`config.mk`:
```
export PLATFORM = sky130hd
export DESIGN_NAME = casex_code_encoder
export DESIGN_NICKNAME = d
export VERILOG_FILES = /design/src/rtl/casex_code_encoder.sv
export SDC_FILE = /design/constraint.sdc
export NUM_CORES = 1
export LEC_CHECK = 0
export ABC_CLOCK_PERIOD_IN_PS = 2200
export CORE_MARGIN = 2
export CORE_UTILIZATION = 45
export CTS_CLUSTER_DIAMETER = 40
export DETAILED_ROUTE_END_ITERATION = 8
export MAX_ROUTING_LAYER = met4
export PLACE_DENSITY = 0.74
export SYNTH_ARGS = -nofsm -noshare
export SYNTH_HDL_FRONTEND = slang
export SYNTH_SLANG_ARGS = --single-unit
export TNS_END_PERCENT = 1
```
`constraint.sdc`:
```
create_clock -name clock -period 2.2 [get_ports clock]
set_input_delay 0.55 -clock clock [delete_from_list [all_inputs] [get_ports clock]]
set_output_delay 0.55 -clock clock [all_outputs]
set_load 0.005 [all_outputs]
```
`src/rtl/casex_code_encoder.sv`:
```
// casex_code_encoder
// Encodes requested (c,d) result codes into the (a,b) stimulus word for the
// casex decoder and queues the words in a small FIFO. Unencodable requests
// are consumed, flagged with a one-cycle err pulse and counted.
module casex_code_encoder #(
    parameter int unsigned DEPTH = 4,
    parameter int unsigned CNT_W = 8
) (
    input  logic             clock,
    input  logic             reset,
    input  logic             in_valid,
    output logic             in_ready,
    input  logic [2:0]       in_c,
    input  logic             in_d,
    output logic             out_valid,
    input  logic             out_ready,
    output logic             a,
    output logic [2:0]       b,
    output logic             err,
    output logic [CNT_W-1:0] sent_cnt,
    output logic [CNT_W-1:0] err_cnt
);

    localparam int unsigned PTR_W = $clog2(DEPTH);

    logic [3:0]       mem [DEPTH];
    logic [PTR_W:0]   wr_ptr;
    logic [PTR_W:0]   rd_ptr;
    logic             full;
    logic             empty;
    logic             accept;
    logic             push;
    logic             pop;
    logic             enc_ok;
    logic             enc_a;
    logic [2:0]       enc_b;
    logic [3:0]       head;

    // Pointers carry one extra wrap bit to tell full from empty.
    assign full      = (wr_ptr[PTR_W] != rd_ptr[PTR_W]) &&
                       (wr_ptr[PTR_W-1:0] == rd_ptr[PTR_W-1:0]);
    assign empty     = (wr_ptr == rd_ptr);
    assign in_ready  = !full;
    assign out_valid = !empty;
    assign accept    = in_valid && in_ready;
    assign push      = accept && enc_ok;
    assign pop       = out_valid && out_ready;
    assign head      = mem[rd_ptr[PTR_W-1:0]];
    assign a         = empty ? 1'b0 : head[3];
    assign b         = empty ? 3'b000 : head[2:0];

    // Request encoder: maps (in_d, in_c) to the (a,b) word or flags it unencodable.
    always_comb begin
        enc_ok = 1'b1;
        enc_a  = 1'b0;
        enc_b  = 3'b000;
        if (in_d) begin
            enc_b = 3'b100;
        end else begin
            case (in_c)
                3'b010:  enc_b = 3'b001;
                3'b011:  begin enc_a = 1'b1; enc_b = 3'b110; end
                3'b000:  enc_b = 3'b111;
                default: enc_ok = 1'b0;
            endcase
        end
    end

    // FIFO storage and pointers; reset discards every queued word.
    always_ff @(posedge clock or negedge reset) begin
        if (!reset) begin
            mem    <= '{default: '0};
            wr_ptr <= '0;
            rd_ptr <= '0;
        end else begin
            if (push) begin
                mem[wr_ptr[PTR_W-1:0]] <= {enc_a, enc_b};
                wr_ptr <= wr_ptr + (PTR_W+1)'(1);
            end
            if (pop) begin
                rd_ptr <= rd_ptr + (PTR_W+1)'(1);
            end
        end
    end

    // Error pulse and saturating delivery / drop counters.
    always_ff @(posedge clock or negedge reset) begin
        if (!reset) begin
            err      <= 1'b0;
            sent_cnt <= '0;
            err_cnt  <= '0;
        end else begin
            err <= accept && !enc_ok;
            if (pop && (sent_cnt != '1)) begin
                sent_cnt <= sent_cnt + CNT_W'(1);
            end
            if (accept && !enc_ok && (err_cnt != '1)) begin
                err_cnt <= err_cnt + CNT_W'(1);
            end
        end
    end

endmodule

```
==> impl_results.md, run 1 <==
- Status: finished, final reports clean
- Crit-path max cell delay: between 400 and 500 ps
- Global placement routability congestion: 0.9119
- IO Pins: 31
- Post-synth EDFFs: 0
- HPWL after DPL: between 2000 and 3000 um
- Crit-path cells: buf_12, mux4_2, nor2b_4, clkbuf_2
- Area grow syn2layout: 33.95%
- Die area: 0.005057 mm^2
- Gr usage total: between 10% and 20%
- Iter 0 DRT Violations: 59
- Number of global-route vias before repair: 1,461
- Remaining DRCs: 0
- CTS clk-pin slew, worst paths: 80 ps
- Final Max Slew Viols: 0
- Unique cell type count in the Yosys netlist: 37
- Crit start category: register
- Final Cycle Share: a little under 100%
- Fin. Hold Viols: 0
- Required time worst endpoint: approximately 1700 ps
- Slew HR: between 50% and 60%
- Syn avg cell area: about 13 um^2
- Worst vdd ir: 0.7141 mV
- Vias per inst: 5.353
- Core ar.: around 0.0044 mm^2
- Antenna violations before repair: 0
- Pwr/cell area: approximately 1400 mW/mm^2
- CP bufs+invs: 2
- Drt pass-1 iters: 4
- Synthesized net count: 169
- Sequential fraction of the synthesis area: slightly below 50%
- Delay-heaviest family, CP: multiplexers
- Largest net degree at the start of global routing: 40
- Gr ovfl total: 0
- Placed insts: 249
- Final Total Pwr: between 3 and 4 mW
- Max clock buf depth: 2
- Mux share of post-synthesis cell area: ~17%
- Worst Skew: roughly 5.4 ps
- First-pass GRT wire length: 6955 um
- Final WS setup: 21.36 ps
- Dpl ws: -122.5 ps
- Worst Hold Slack: roughly 300 ps
- #FFs+latches synth: 39
- Root Driver: clkbuf_8
- Max-Cap Viols: 0
- Final instance area: about 0.0027 mm^2
- Cell Rows: 24
- CTS tree: done
- Synth warn: 0
- Placed instance area: 0.002481 mm^2
- CP Class: register to output pin
- Min Tclk post-route: about 2200 ps
- Avg WL per Cell: 16.26 um
- Antenna-violating nets left: 0
- DR vias: between 1,000 and 1,500
- Hold Path Class: input port to asynchronous set/reset pin
- Post-synthesis adder-cell area fraction: under 10%
- Worst-Margin Slew: ~660 ps
- PortBufs: 30
- Skew-Pair Late Insertion Delay: ~300 ps
- Die height: slightly above 70 um
- NumNets Final: 228
- Antenna diode count: 0
- Die X: between 70 and 80 um
- Top FF cell, synth: dfrtp_1
- Synth Area in Simple Gates: ~15%
- Largest family of logic cells by synthesized area: multiplexers
- Worst setup EP type: output pin
- Synth Instances: approximately 150
- Asr flop ratio synth: between 90% and 100%
- Clock sinks: 39
- Max frequency: roughly 460 MHz
- Crit path max fanout: 4
- Xor and xnor fraction of the mapped netlist area: under 10%
- Share of cells above drive strength 1: between 30% and 40%
- Final Util: 62.36%
- H-tree depth: 2
- Hold buffers post-CTS: 0
- Setup TNS: 0 ps
- Fin cells: roughly 270
- Slowest stage cell, crit path: mux4_2
- Post-synthesis compound-gate area fraction: approximately 3.7%
- CTS buffer count: 5
- Setup Viol. Count Final: 0
- LEAKAGE: roughly 1.2 nW
- RSZ-0062 raised after global routing: true
- Synthesized area: 0.002027 mm^2
- Worst Path Arrival: 1630 ps
- Final wirelength: 4326 um
- Initial core utilization: a little under half
## kinds of logic after synthesis
logic type | count (synthesis)
mux | 25
xor+xnor | 21
compound gates | 6
flops | 39
buf+inv | 6
fa+ha+maj | 7
simple gates | 50
## placed cells by master (no fill, tap or decap), types with 4 or more instances in the layout
cell type / synthesis / final
dfrtp_1: 39 / 34
nor3_1: 7 / 7
dfrtp_2: 0 / 5
nor2_1: 4 / 4
clkdlybuf4s50_1: 0 / 23
mux2_2: 17 / 17
nand2_1: 6 / 6
ha_1: 7 / 7
xor2_1: 15 / 14
nand3_1: 6 / 6
nand3_2: 4 / 4
inv_1: 4 / 4
nor4_1: 6 / 6
clkbuf_8: 1 / 5
mux4_2: 1 / 4
buf_4: 0 / 21
## where the power goes
| part | total, mW | switching [mW] | internal [mW] | leakage [nW] |
|---|---|---|---|---|
| Clock | 0.714 | 0.262 | 0.452 | 0.0644 |
| Combinational | 1.86 | 0.758 | 1.11 | 0.656 |
| Sequential | 1.30 | 0.287 | 1.01 | 0.492 |
| Total | 3.88 | 1.31 | 2.57 | 1.21 |
## path summary, 6_finish.rpt
kind | from | endpoint | slack [ps] | depth (start not counted)
max | rd_ptr[0] | b[0] | 20 | 4
min | reset | sent_cnt[2] | 300 | 2
max reg2reg | err_cnt[1] | err_cnt[1] | 270 | 5
min reg2reg | mem[13] | mem[13] | 500 | 1
max in group asynchronous | reset | wr_ptr[1] | 1530 | 2
min in group clock | mem[13] | mem[13] | 500 | 1
## registers in the layout (all words and copies together), names as in the netlist
name and count:
err_cnt 8, sent_cnt 8, err 1, mem 16, rd_ptr 3, wr_ptr 3
## cells in the mapped netlist (5+ instances only)
cell type,instances,share of area (%)
nand3_1,6,1.5
nor3_1,7,1.7
ha_1,7,4.3
nand2_1,6,1.1
nor4_1,6,1.9
nor2b_1,5,1.5
dfrtp_1,39,48
xor2_1,15,6.5
mux2_2,17,9.4
## repair_timing
action,4_1_cts,5_1_grt
gates cloned,0,0
setup endpoints to repair,6,5
pin swaps,1,0
endpoints found under the hold margin,0,0
setup buffers,7,2
gates resized for setup,21,11
## routing by layer
metal  routed length, um  track usage, %  vias up
met2                2363           32.19       27
met3                 103           3.846        9
met1                1781           20.97      722
li1                    -               -      666
met5                   0               -        -
met4                  77           8.595        0
## area by class of cell
type / count / area [um^2]
Fill cell: 313 / 1639
Multi-Input combinational cell: 109 / 1036
Sequential cell: 39 / 982.2
Timing Repair Buffer: 54 / 480.5
Clock buffer: 5 / 68.82
Clock inverter: 3 / 67.56
Tap cell: 52 / 65.06
Inverter: 4 / 15.01
## worst register-to-register path: cells and delay by family (launching register included)
| family | cells | cell delay [ps] |
|---|---|---|
| mux | 1 | 320 |
| flops | 1 | 430 |
| fa+ha+maj | 1 | 200 |
| simple gates | 3 | 860 |
No activity file was read; power rests on OpenSTA's default activity.
==> run 2: changes to the inputs <==
--- a/config.mk
+++ b/config.mk
@@ -7,11 +7,11 @@
 export LEC_CHECK = 0
 export ABC_CLOCK_PERIOD_IN_PS = 2200
 export CORE_MARGIN = 2
-export CORE_UTILIZATION = 45
+export CORE_UTILIZATION = 30
 export CTS_CLUSTER_DIAMETER = 40
 export DETAILED_ROUTE_END_ITERATION = 8
 export MAX_ROUTING_LAYER = met4
-export PLACE_DENSITY = 0.74
+export PLACE_DENSITY = 0.55
 export SYNTH_ARGS = -nofsm -noshare
 export SYNTH_HDL_FRONTEND = slang
 export SYNTH_SLANG_ARGS = --single-unit
==> impl_results.md, run 2 (synthesis results as in run 1) <==
- CTS clk-pin slew, worst paths: 80 ps (about the same)
- Dpl ws: -125.4 ps (was -122.5 ps)
- Commonest cells after routing, fill and taps aside: 36 x dfrtp_1, 23 x clkdlybuf4s50_1, 21 x buf_4, 17 x mux2_2, 15 x xor2_1 (was 34 x dfrtp_1, 23 x clkdlybuf4s50_1, 21 x buf_4, 17 x mux2_2, 14 x xor2_1)
- Top reg by flops: mem (unchanged)
- Die height: 86.20 um (was 71.12 um)
- Max clock buf depth: 2 (unchanged)
- Worst vdd ir: 0.4940 mV (was 0.7141 mV)
- Worst Path Arrival: 1610 ps (was 1630 ps)
- Setup Viol. Count Final: 0 (unchanged)
- Required time worst endpoint: 1650 ps (about the same)
- Gr ovfl total: 0 (unchanged)
- CP Class: register to output pin (unchanged)
- Avg WL per Cell: 14.19 um (was 16.26 um)
- Core ar.: 0.006459 mm^2 (was 0.004354 mm^2)
- Flop pwr share: 34.6% (was 33.5%)
- Remaining DRCs: 0 (unchanged)
- Final Max Slew Viols: 0 (unchanged)
- Placed insts: 275 (was 249)
- Skew-Pair Late Insertion Delay: 290 ps (was 300 ps)
- Number of global-route vias before repair: 1,403 (was 1,461)
- Final Cycle Share: 97.98% (was 99.03%)
- Switching power total: 1.266 mW (was 1.308 mW)
- Die X: 86.20 um (was 71.12 um)
- Fin. Hold Viols: 0 (unchanged)
- Clock power frac: 16.3% (was 18.4%)
- Worst-Margin Slew: 656.0 ps (was 664.7 ps)
- CTS tree: done (unchanged)
- Fin cells: 292 (was 266)
- Setup TNS: 0 ps (unchanged)
- DR vias: 1,371 (was 1,424)
- Hold buffers post-CTS: 0 (unchanged)
- Iter 0 DRT Violations: 32 (was 59)
- Pwr/cell area: 1355 mW/mm^2 (was 1427 mW/mm^2)
- Antenna diode count: 0 (unchanged)
- Worst Skew: 8.000 ps (was 5.351 ps)
- Antenna-violating nets left: 0 (unchanged)
- Worst setup EP type: output pin (unchanged)
- Max frequency: 463.9 MHz (was 459.0 MHz)
- Largest net degree at the start of global routing: 17 (was 40)
- NumNets Final: 229 (was 228)
- Initial core utilization: 31.38% (was 46.55%)
- Status: finished, final reports clean (unchanged)
- H-tree depth: 2 (unchanged)
- Gr usage total: 12.25% (was 18.76%)
- HPWL after DPL: 2905 um (was 2958 um)
- Drt pass-1 iters: 3 (was 4)
- Cell internal pwr: 2.408 mW (was 2.568 mW)
- IO Pins: 31 (unchanged)
- Share of cells above drive strength 1: 37.67% (was 38.32%)
- Leading cell type in the layout, fill and taps excluded: dfrtp_1 (unchanged)
- PortBufs: 30 (unchanged)
- Hold Path Class: input port to asynchronous set/reset pin (unchanged)
- Final Total Pwr: 3.675 mW (was 3.875 mW)
- Final WS setup: 44.34 ps (was 21.36 ps)
- Largest regs: mem: 16 flops, err_cnt: 8 flops, sent_cnt: 8 flops (unchanged)
- Crit start category: register (unchanged)
- CTS buffer count: 5 (unchanged)
- Crit path max fanout: 5 (was 4)
- Global placement routability congestion: 0.7469 (was 0.9119)
- LEAKAGE: 1.212 nW (about the same)
- Number of flip-flops under the largest register name: 16 (unchanged)
- Cell Rows: 29 (was 24)
- Max-Cap Viols: 0 (unchanged)
- Vias per inst: 4.695 (was 5.353)
- Final wirelength: 4143 um (was 4326 um)
- Antenna violations before repair: 0 (unchanged)
- Area grow syn2layout: 33.83% (was 33.95%)
- Sw frac: 34.46% (was 33.74%)
- Slew HR: 55.93% (was 55.35%)
- Root Driver: clkbuf_8 (unchanged)
- RSZ-0062 raised after global routing: true (unchanged)
- Die area: 0.007430 mm^2 (was 0.005057 mm^2)
- Min Tclk post-route: 2156 ps (was 2179 ps)
- Combinational share of power: 49.1% (was 48.1%)
- First-pass GRT wire length: 6941 um (was 6955 um)
- Clock sinks: 39 (unchanged)
[run 2: critical path: stages, from the launching register on]
cell	delay [ps]
dfrtp_2	460
buf_6	140
mux4_2	490
nor2b_4	140
clkbuf_2	100
[run 2: worst paths after layout]
| path | to | start | slack, ps | cells past startpoint |
|---|---|---|---|---|
| max in group asynchronous | rd_ptr[0] | reset | 1500 | 2 |
| hold / removal | err_cnt[7] | reset | 160 | 1 |
| setup / recovery | b[0] | rd_ptr[0] | 40 | 4 |
| min in group clock | mem[13] | mem[13] | 490 | 1 |
| setup reg to reg | err_cnt[1] | err_cnt[0] | 270 | 5 |
| hold reg to reg | mem[13] | mem[13] | 490 | 1 |
[run 2: layout make-up]
cell class	count	area, um^2
clock buffer	5	68.82
inverter	4	15.01
fill	619	3746
tap	77	96.34
sequential	39	979.7
multi-input combinational	109	1028
timing repair buffer	55	480.5
clock inverter	3	43.79
[run 2: stage by stage]
step	cell area [um^2]	util [%]	hold slack, ps
detailed placement	2532	39.21	481.8
global route	2713	42.00	182.6
finish	2713	42.00	163.0
floorplan	2027	-	254.4
CTS	2738	42.39	172.6
global placement	2532	39.21	473.2
[run 2: power groups by stage]
stage | clock network (mW) | registers [mW] | logic [mW]
2_1_floorplan | 0 | 1.24 | 0.922
3_3_place_gp | 0 | 1.30 | 1.60
3_5_place_dp | 0 | 1.30 | 1.62
4_1_cts | 0.621 | 1.27 | 1.86
5_1_grt | 0.653 | 1.32 | 1.97
6_report | 0.600 | 1.27 | 1.80
[run 2: routing by layer]
metal / part of all wire [%] / vias up / track usage [%]
li1: - / 675 / -
met1: 51 / 665 / 17.54
met5: 0 / - / -
met4: 0.60 / 0 / 2.557
met2: 44 / 28 / 17.76
met3: 4.5 / 3 / 3.048
[run 2: what timing repair did]
item	4_1_cts	5_1_grt
endpoints found under the setup margin	6	5
resized for setup	24	5
pin swaps	2	0
hold endpoints to repair	0	0
setup buffers	9	0
